===== src/rtl/zero_count_arbiter.sv =====
// Round-robin arbiter sharing one bit-serial zero counter between two
// requesters; one bit is scanned per clock, LSB first.
module zero_count_arbiter #(
  parameter  int DATA_W = 8,
  localparam int CNT_W  = $clog2(DATA_W + 1)
) (
  input  logic              clk,
  input  logic              rst_n,
  input  logic              req0,
  input  logic [DATA_W-1:0] data0,
  input  logic              req1,
  input  logic [DATA_W-1:0] data1,
  output logic              gnt0,
  output logic              gnt1,
  output logic              busy,
  output logic              done,
  output logic              done_id,
  output logic [CNT_W-1:0]  count
);

  localparam int IDX_W = $clog2(DATA_W);

  typedef enum logic [1:0] {
    IDLE,
    RUN,
    DONE
  } state_e;

  state_e state_q, state_d;

  logic [DATA_W-1:0] shift_q, shift_d;
  logic [CNT_W-1:0]  acc_q, acc_d;
  logic [CNT_W-1:0]  count_q, count_d;
  logic [IDX_W-1:0]  idx_q, idx_d;
  logic              last_q, last_d;
  logic              id_q, id_d;
  logic              busy_q, busy_d;
  logic              done_q, done_d;
  logic              pick1;

  always_comb begin
    state_d = state_q;
    shift_d = shift_q;
    acc_d   = acc_q;
    count_d = count_q;
    idx_d   = idx_q;
    last_d  = last_q;
    id_d    = id_q;
    gnt0    = 1'b0;
    gnt1    = 1'b0;
    // requester 1 wins when alone, or on contention when 0 went last
    pick1   = req1 & (~req0 | ~last_q);
    unique case (state_q)
      IDLE: begin
        if (req0 | req1) begin
          gnt1    = pick1;
          gnt0    = ~pick1;
          shift_d = pick1 ? data1 : data0;
          acc_d   = '0;
          idx_d   = '0;
          last_d  = pick1;
          state_d = RUN;
        end
      end
      RUN: begin
        acc_d   = acc_q + CNT_W'(~shift_q[0]);
        shift_d = shift_q >> 1;
        idx_d   = idx_q + 1'b1;
        if (idx_q == IDX_W'(DATA_W - 1)) begin
          state_d = DONE;
          count_d = acc_d;
          id_d    = last_q;
        end
      end
      DONE: begin
        state_d = IDLE;
      end
      default: begin
        state_d = IDLE;
      end
    endcase
    busy_d = (state_d != IDLE);
    done_d = (state_d == DONE);
  end

  always_ff @(posedge clk or negedge rst_n) begin
    if (!rst_n) begin
      state_q <= IDLE;
      shift_q <= '0;
      acc_q   <= '0;
      count_q <= '0;
      idx_q   <= '0;
      last_q  <= 1'b1;
      id_q    <= 1'b0;
      busy_q  <= 1'b0;
      done_q  <= 1'b0;
    end else begin
      state_q <= state_d;
      shift_q <= shift_d;
      acc_q   <= acc_d;
      count_q <= count_d;
      idx_q   <= idx_d;
      last_q  <= last_d;
      id_q    <= id_d;
      busy_q  <= busy_d;
      done_q  <= done_d;
    end
  end

  assign busy    = busy_q;
  assign done    = done_q;
  assign done_id = id_q;
  assign count   = count_q;

endmodule


===== config.mk =====
export PLATFORM = sky130hd
export DESIGN_NAME = zero_count_arbiter
export DESIGN_NICKNAME = d
export VERILOG_FILES = /design/src/rtl/zero_count_arbiter.sv
export SDC_FILE = /design/constraint.sdc
export NUM_CORES = 1
export LEC_CHECK = 0
export BUFFER_PORTS_ARGS = -buffer_cell sky130_fd_sc_hd__buf_4
export CELL_PAD_IN_SITES_DETAIL_PLACEMENT = 1
export CELL_PAD_IN_SITES_GLOBAL_PLACEMENT = 2
export CORE_MARGIN = 2
export CORE_UTILIZATION = 29
export DETAILED_ROUTE_END_ITERATION = 10
export PLACE_DENSITY_LB_ADDON = 0.1
export REMOVE_ABC_BUFFERS = 1
export SYNTH_ARGS = -nofsm -noshare
export SYNTH_HDL_FRONTEND = slang
export SYNTH_SLANG_ARGS = --single-unit

===== constraint.sdc =====
create_clock -name clk -period 1.4 [get_ports clk]
set_input_delay 0.07 -clock clk [delete_from_list [all_inputs] [get_ports clk]]
set_output_delay 0.07 -clock clk [all_outputs]
set_load 0.03 [all_outputs]

==> run metrics, run 1 <==
Core Area between 4000 and 5000 sq um; IO buf count 28; Peak VDD IR approximately 0.72 mV; Die Ht 68.6 microns; kind of critical path flop to primary output; Syn. warnings 0; DR WL/cell 14.6 microns; Worst Path Buf+Inv 2; initial DRC count 25; ANT nets after route 0; initial antenna violation count 0; Final WS setup slightly above 30 ps; largest delay contributor family on the critical path flip-flops; register area share after synthesis 0.518; Leak roughly 0.00081 uW; Min-Delay Path Class primary input to flop; IO Pins 29; max incr delay on CP a little under 500 ps; Post-Syn Area 1210 sq um; Fin Clk Skew about 10 ps; # diodes 0; post-route cell area 1680 sq um; vias in the first global route about 960; Detailed Routing Iterations Pass 1 4; area of placed instances 1500 sq um; drt drc 0; vias 963; Final Max Slew Viols 0; drt total wl 3.00 mm; RSZ-0062 raised after global routing yes; fin util 0.420; vias per cell 4.70; Fin. Hold Viols 0; Max-cap violations 0; clock latency on the worst-skew pair around 280 ps; Final #Nets 180; CP Cell Sequence nor2_4, buf_4, and2_4, buf_6; Overflow after GRT 0; #FFs+latches synth 25; Worst Setup Start Kind flop; min cycle time layout around 1400 ps; total power 3510 uW; floorplan row count 23; hold path depth 3; Max-slew headroom 0.681; Synth Area per Inst 10.8 sq um; setup_tns 0 ps; slowest CP cell dfrtp_2; RePlAce Congestion 0.708; initial core utilization 0.303; CP required 1330 ps; Crit path arrival time 1300 ps; die area 4710 sq um; r2r setup slk 60 ps; share of layout cells above drive strength 1 0.400; total routing usage reported by global routing 0.141; Post-Syn Instances roughly 110; Max Clock Freq between 700 and 800 MHz; CTS Buffer Depth 2; Sink Count 25; CTS tree built; first-pass GRT wire length 4.70 mm; # setup viols final 0; worst r2r path cells 4; critical path depth in cells 4; synth unique cells 29; H-tree depth 1; CTS root buf clkbuf_8; Num CTS Buffers 3; start of the worst register-to-register path idx_q[0]; r2r endpoint count[0]; crit-path max FO 6; crit path to gnt1; Critical Path Source state_q[1]; Crit. End Element primary output; pre-CTS setup slack 0.850 ps; Area Growth Syn to Fin 38.8%; period utilisation layout 0.978; Power Dens Cells 2090 nW/um^2; Least-Margin Pin Slew 477 ps; Final HPWL DP 2.08 mm; status finished, final reports clean; Clk pin slew, worst setup/hold paths 100 ps; Die X-Extent around 70 microns; largest net degree at the start of global routing 26
## per-stage QoR
stage / hold slack [ps] / cells
2_1_floorplan: -226 / 108
6_report: 89.4 / 205
3_3_place_gp: 0.682 / 190
4_1_cts: 87.7 / 199
5_1_grt: 112 / 205
3_5_place_dp: -1.30 / 190
## kinds of logic (layout without fill, tap and decap cells)
logic type      Yosys count  after routing  share of synthesized area
buf+inv                  17             60                     0.0620
simple gates             29             29                      0.120
mux                      13             13                      0.110
flops                    25             25                      0.518
fa+ha+maj                 4              4                     0.0413
compound gates           22             22                      0.135
xor+xnor                  2              2                     0.0145
## how the worst min path moves through the flow
stage / startpoint / end / slack [ps]
finish: req1 / last_q / 90
global route: data0[3] / shift_q[3] / 110
CTS: req1 / last_q / 90
detailed placement: rst_n / busy / -1
global placement: rst_n / busy / 0.7
floorplan: rst_n / acc_q[0] / -230
## state kept, by name (all words and copies together), names as in the netlist
| name | flops |
|---|---|
| acc_q | 4 |
| done | 1 |
| done_id | 1 |
| shift_q | 8 |
| busy | 1 |
| last_q | 1 |
| idx_q | 3 |
| count | 4 |
| state_q | 2 |
## report_power, final
group          total, uW  switching [uW]  internal, uW
clock                444             244           200
combinational       1790             964           826
sequential          1280             222          1060
## routing by layer
layer	wire length, microns	up-vias	global-route usage	part of all wire
met5	0	-	0	0
met4	21	0	0.0300	0.0070
met3	126	2	0.0406	0.042
met2	1470	21	0.238	0.49
met1	1390	471	0.177	0.46
li1	-	469	-	-
## synthesized netlist by cell type
cell type  instances  share of area
a211oi_1           1         0.0062
mux2i_1           11          0.091
and2_1             1         0.0052
nand2_1           19          0.059
xnor2_1            2          0.014
inv_1             12          0.037
mux2_1             2          0.019
nand3b_4           1          0.017
dfrtp_1           24           0.50
nor3_1             1         0.0041
a21oi_4            1          0.013
nor2_1             3         0.0093
nor3_2             1         0.0083
buf_2              3          0.012
nand2b_1           1         0.0052
o221ai_1           7          0.051
inv_2              1         0.0031
nor3b_1            1         0.0062
dfstp_2            1          0.022
a21oi_1            1         0.0041
a21boi_2           1         0.0093
o22ai_1            2          0.010
o21ai_2            1         0.0072
buf_6              1         0.0093
o21ai_0            3          0.012
a31oi_1            1         0.0052
ha_1               4          0.041
and2b_1            1         0.0062
o21ai_1            4          0.017
## cell usage in the layout, fill, tap and decap left out
master / n
inv_2: 1
a21oi_4: 1
o21ai_1: 4
nor2_4: 1
a21boi_4: 1
xnor2_1: 2
dlygate4sd3_1: 2
and2b_1: 1
dfrtp_2: 2
a211oi_2: 1
nor3_2: 1
ha_1: 2
clkinv_2: 1
mux2_1: 2
inv_1: 12
nor2_2: 1
and2_4: 1
buf_4: 40
o21ai_0: 3
nor3_4: 1
dfrtp_1: 22
a31oi_1: 1
mux2i_1: 11
a21oi_1: 1
o221ai_1: 7
nor3b_2: 1
o21ai_4: 1
ha_2: 2
clkbuf_8: 3
o22ai_1: 2
nor2_1: 1
nand3b_4: 1
buf_6: 1
dfstp_2: 1
nand2b_1: 1
nand2_1: 19
## final cells by class
| class | instances | area [sq um] |
|---|---|---|
| Fill cell | 467 | 2320 |
| Sequential cell | 25 | 629 |
| Multi-Input combinational cell | 70 | 563 |
| Timing Repair Buffer | 43 | 332 |
| Tap cell | 50 | 62.6 |
| Inverter | 13 | 48.8 |
| Clock buffer | 3 | 41.3 |
| Clock inverter | 1 | 5.00 |
## worst register-to-register path, stage by stage (launching register included)
cell and delay [ps]:
dfrtp_1 400, ha_1 200, ha_1 220, nand3b_4 90, mux2_1 320
## timing repair
item | 4_1_cts | 5_1_grt
resized for setup | 7 | 8
setup endpoints to repair | 3 | 6
hold endpoints to repair | 26 | 0
pin swaps | 0 | 4
buffers inserted | 3 | 7
hold buffers | 2 | 0
Power figures use the tool's default switching activity.
==> run 2, diff against run 1 <==
GPL_ROUTABILITY_DRIVEN = 1   (was not set)
PLACE_DENSITY = 0.81   (was not set)
PLACE_DENSITY_LB_ADDON = not set   (was 0.1)
==> run 2 against run 1 <==
Via count shrank 2.9%; die area is the same; core utilization shrank 0.53 points; non-clock buffer count shrank 7; routed wire length shrank 6.9%; final area shrank 1.3%; critical path depth is the same; sequential power is essentially flat; maximum frequency grew 0.76%.
==> run metrics, run 2 (synthesis results as in run 1) <==
status finished, final reports clean; Min-Delay Path Class primary input to flop; Min-Delay Startpoint req0; ANT nets after route 0; die area between 4000 and 5000 sq um; DR WL/cell between 10 and 15 microns; fillers 449; slowest CP cell dfstp_2; Crit. End Element primary output; Die Ht 68.6 microns; fin util 0.415; start of the worst register-to-register path idx_q[0]; r2r endpoint done_id; Hold Path End last_q; Core Area about 4000 sq um; clock latency on the worst-skew pair 270 ps; # setup viols final 0; IO Pins 29; Clk pin slew, worst setup/hold paths 100 ps; kind of critical path flop to primary output; Num CTS Buffers 3; first-pass GRT wire length 4.62 mm; initial core utilization 0.303; Fin Clk Skew 8.10 ps; Fin. Hold Viols 0; hold path depth 2; worst r2r path cells 4; CTS root buf clkbuf_8; CTS tree built; CP required 1330 ps; Max Clock Freq 736 MHz; Overflow after GRT 0; vias per cell around 4.7; crit-path max FO 9; initial antenna violation count 0; initial DRC count 14; Max-cap violations 0; drt drc 0; vias 935; RePlAce Congestion 0.695; total power between 3000 and 4000 uW; Die X-Extent 68.6 microns; commonest non-fill, non-tap cell in the layout buf_4; share of layout cells above drive strength 1 0.385; Worst Path Buf+Inv 2; Detailed Routing Iterations Pass 1 4; period utilisation layout 0.971; floorplan row count 23; # diodes 0; drt total wl 2.79 mm; largest delay contributor family on the critical path flip-flops; Peak VDD IR 0.800 mV; CP Cell Sequence a21boi_4, buf_12, nor2_2, buf_4; Area Growth Syn to Fin 37.1%; Largest Register shift_q; highest-count cells in the layout ignoring fill and taps 33 x buf_4, 22 x dfrtp_1, 19 x nand2_1, 11 x inv_1, 11 x mux2i_1; Sink Count 25; Power Dens Cells 2100 nW/um^2; Leak 0.000777 uW; H-tree depth 1; Max-slew headroom 0.716; IO buf count 28; max incr delay on CP around 570 ps; Worst Setup Start Kind flop; CTS Buffer Depth 2; Crit path arrival time between 1000 and 1500 ps; largest net degree at the start of global routing 26; max FFs per register 8; Final Max Slew Viols 0; total routing usage reported by global routing 0.132; Final #Nets 173; Least-Margin Pin Slew 423 ps; r2r setup slk between 40 and 50 ps; min cycle time layout 1360 ps; vias in the first global route 1020; Final HPWL DP 2.01 mm
[run 2: how the worst max path moves through the flow]
stage	cells after the start	startpoint	to	slack (ps)
floorplan	4	idx_q[0]	count[0]	60
global placement	3	last_q	shift_q[0]	7
detailed placement	7	shift_q[0]	acc_q[2]	-40
CTS	4	idx_q[0]	count[0]	5
global route	4	state_q[1]	gnt1	-4
finish	4	last_q	gnt0	40
[run 2: area by class of cell]
cell class | count | area (sq um) | share of cell area
clock buffers | 3 | 41.3 | 0.0249
repair buffers | 36 | 298 | 0.179
well taps | 50 | 62.6 | 0.0377
inverters | 13 | 48.8 | 0.0294
flip-flops and latches | 25 | 629 | 0.379
clock inverters | 1 | 7.51 | 0.00452
multi-input cells | 70 | 573 | 0.345
[run 2: metrics by stage]
step / TNS [ps] / cell area [sq um] / worst slack, ps / instances / hold WS, ps
3_5_place_dp: -214 / 1480 / -44.1 / 189 / -1.59
4_1_cts: 0 / 1630 / 5.43 / 198 / 16.6
5_1_grt: -4.40 / 1660 / -4.40 / 198 / 14.7
6_report: 0 / 1660 / 41.1 / 198 / 19.1
2_1_floorplan: 0 / 1180 / 61.2 / 108 / -226
3_3_place_gp: 0 / 1480 / 6.98 / 189 / -6.20
[run 2: report_power, final]
part           leakage (uW)  internal (uW)  switching, uW
sequential         0.000304           1060            205
clock             0.0000217            202            246
combinational      0.000452            811            972
[run 2: timing repair]
| item | 4_1_cts | 5_1_grt |
|---|---|---|
| buffers inserted | 4 | 0 |
| hold endpoints to repair | 25 | 0 |
| pin swaps | 2 | 1 |
| endpoints found under the setup margin | 11 | 5 |
| hold buffers | 1 | 0 |
| resized for setup | 10 | 6 |
[run 2: per-layer routing]
layer  GRT usage  wire length (microns)  vias to the layer above
met4      0.0450                     24                        0
li1            -                      -                      456
met1       0.159                   1260                      467
met2       0.239                   1450                       10
met5           0                      0                        -
met3      0.0195                     60                        2
==> run 3, diff against run 2 <==
CORE_ASPECT_RATIO = 1.2   (was not set)
CTS_CLUSTER_SIZE = 8   (was not set)
==> run 3 against run 2 <==
Worst setup slack worse by 10 ps; die area about the same; combinational power up 2%; final cell count up 3.0%; routed wire length up 4.1%; critical endpoint is now done_id; largest power group unchanged; highest routed layer unchanged.
==> run metrics, run 3 (synthesis results as in run 1) <==
status finished, final reports clean; Max-cap violations 0; clock latency on the worst-skew pair 270 ps; Die X-Extent 63.0 microns; Power Dens Cells 2100 nW/um^2; Max Clock Freq 730 MHz; largest net degree at the start of global routing 26; Leak 0.000795 uW; Crit path arrival time 1530 ps; min cycle time layout ~1400 ps; Crit. End Element flop; Max-slew headroom 0.672; Final HPWL DP between 2 and 2.5 mm; floorplan row count 25; # diodes 0; Final #Nets 175; period utilisation layout 0.978; commonest non-fill, non-tap cell in the layout buf_4; share of layout cells above drive strength 1 0.400; dpl cells 193; Min-Delay Startpoint req0; Clk pin slew, worst setup/hold paths around 90 ps; highest-count cells in the layout ignoring fill and taps 35 x buf_4, 22 x dfrtp_1, 19 x nand2_1, 11 x mux2i_1, 10 x inv_1; kind of critical path flop to flop; start of the worst register-to-register path idx_q[0]; Least-Margin Pin Slew between 400 and 500 ps; RePlAce Congestion 0.708; fin util 0.424; max FFs per register 8; Die Ht 74.8 microns; Fin. Hold Viols 0; crit-path max FO 3; initial DRC count 20; Core Area 3970 sq um; CTS tree built; # setup viols final 0; Min-Delay Path Class primary input to flop; ANT nets after route 0; Critical Path Source idx_q[0]; H-tree depth 1; Num CTS Buffers 3; drt drc 0; IO buf count 28; Detailed Routing Iterations Pass 1 4; DR WL/cell 14.3 microns; initial antenna violation count 0; Area Growth Syn to Fin 38.9%; Overflow after GRT 0; Fin Clk Skew 2.93 ps; Worst Setup Start Kind flop; r2r setup slk 30 ps; IO Pins 29; CP required between 1500 and 2000 ps; initial core utilization 0.305; first-pass GRT wire length about 4.8 mm; Peak VDD IR roughly 0.70 mV; Sink Count 25; Final Max Slew Viols 0; CTS root buf clkbuf_8; vias in the first global route 1024; die area 4710 sq um; vias per cell 4.71; Largest Register shift_q; total routing usage reported by global routing 0.135; CTS Buffer Depth 2; final std cells w/o fill 204; vias 961; drt total wl 2.91 mm
[run 3: cell count changes in the layout (fill, tap and decap cells not counted), sizes merged]
cell      before  now
clkinv         0    1
buf           35   37
clkinvlp       1    0
[run 3: what timing repair did]
action	4_1_cts	5_1_grt
endpoints found under the setup margin	12	5
pin swaps	1	2
buffers inserted	6	0
hold buffers	1	0
hold endpoints to repair	25	0
resized for setup	9	11
[run 3: final cells by class]
type / instances / area [sq um]
Multi-Input combinational cell: 70 / 587
Timing Repair Buffer: 38 / 304
Inverter: 13 / 48.8
Clock buffer: 3 / 41.3
Clock inverter: 1 / 5.00
Tap cell: 54 / 67.6
Sequential cell: 25 / 629
Fill cell: 449 / 2290
[run 3: metal layers]
| metal | vias to the layer above | track usage | wire length [microns] |
|---|---|---|---|
| met5 | - | 0 | 0 |
| met4 | 0 | 0.0741 | 63 |
| met3 | 5 | 0.0224 | 96 |
| met2 | 22 | 0.241 | 1470 |
| met1 | 473 | 0.157 | 1270 |
| li1 | 461 | - | - |
[run 3: final timing paths]
| path | to | depth (start not counted) |
|---|---|---|
| worst max register to register | done_id | 4 |
| min in group asynchronous | count[0] | 2 |
| max in group asynchronous | last_q | 2 |
| worst min-delay path | last_q | 2 |
| worst max-delay path | done_id | 4 |
| worst min register to register | count[2] | 2 |
[run 3: metrics by stage]
step	power (uW)	worst slack (ps)	hold slack, ps	TNS (ps)	instance area, sq um
final	3530	31.1	14.3	0	1680
after global placement	2740	10.7	-1.06	0	1490
after detailed placement	2820	-71.9	2.24	-250	1490
after global routing	3840	-1.36	29.9	-1.36	1680
after CTS	3410	11.1	3.44	0	1630
after floorplan	2280	61.2	-226	0	1180
[run 3: power by group]
group / total, uW / internal, uW / leakage [uW] / switching [uW]
clock: 443 / 200 / 0.0000255 / 243
combinational: 1820 / 846 / 0.000466 / 975
sequential: 1270 / 1060 / 0.000304 / 208
total: 3530 / 2100 / 0.000795 / 1430
[run 3: worst max-delay path: stages, from the launching register on]
cell	delay, ps
dfrtp_1	410
ha_1	220
ha_2	200
nand3b_4	110
mux2_1	320
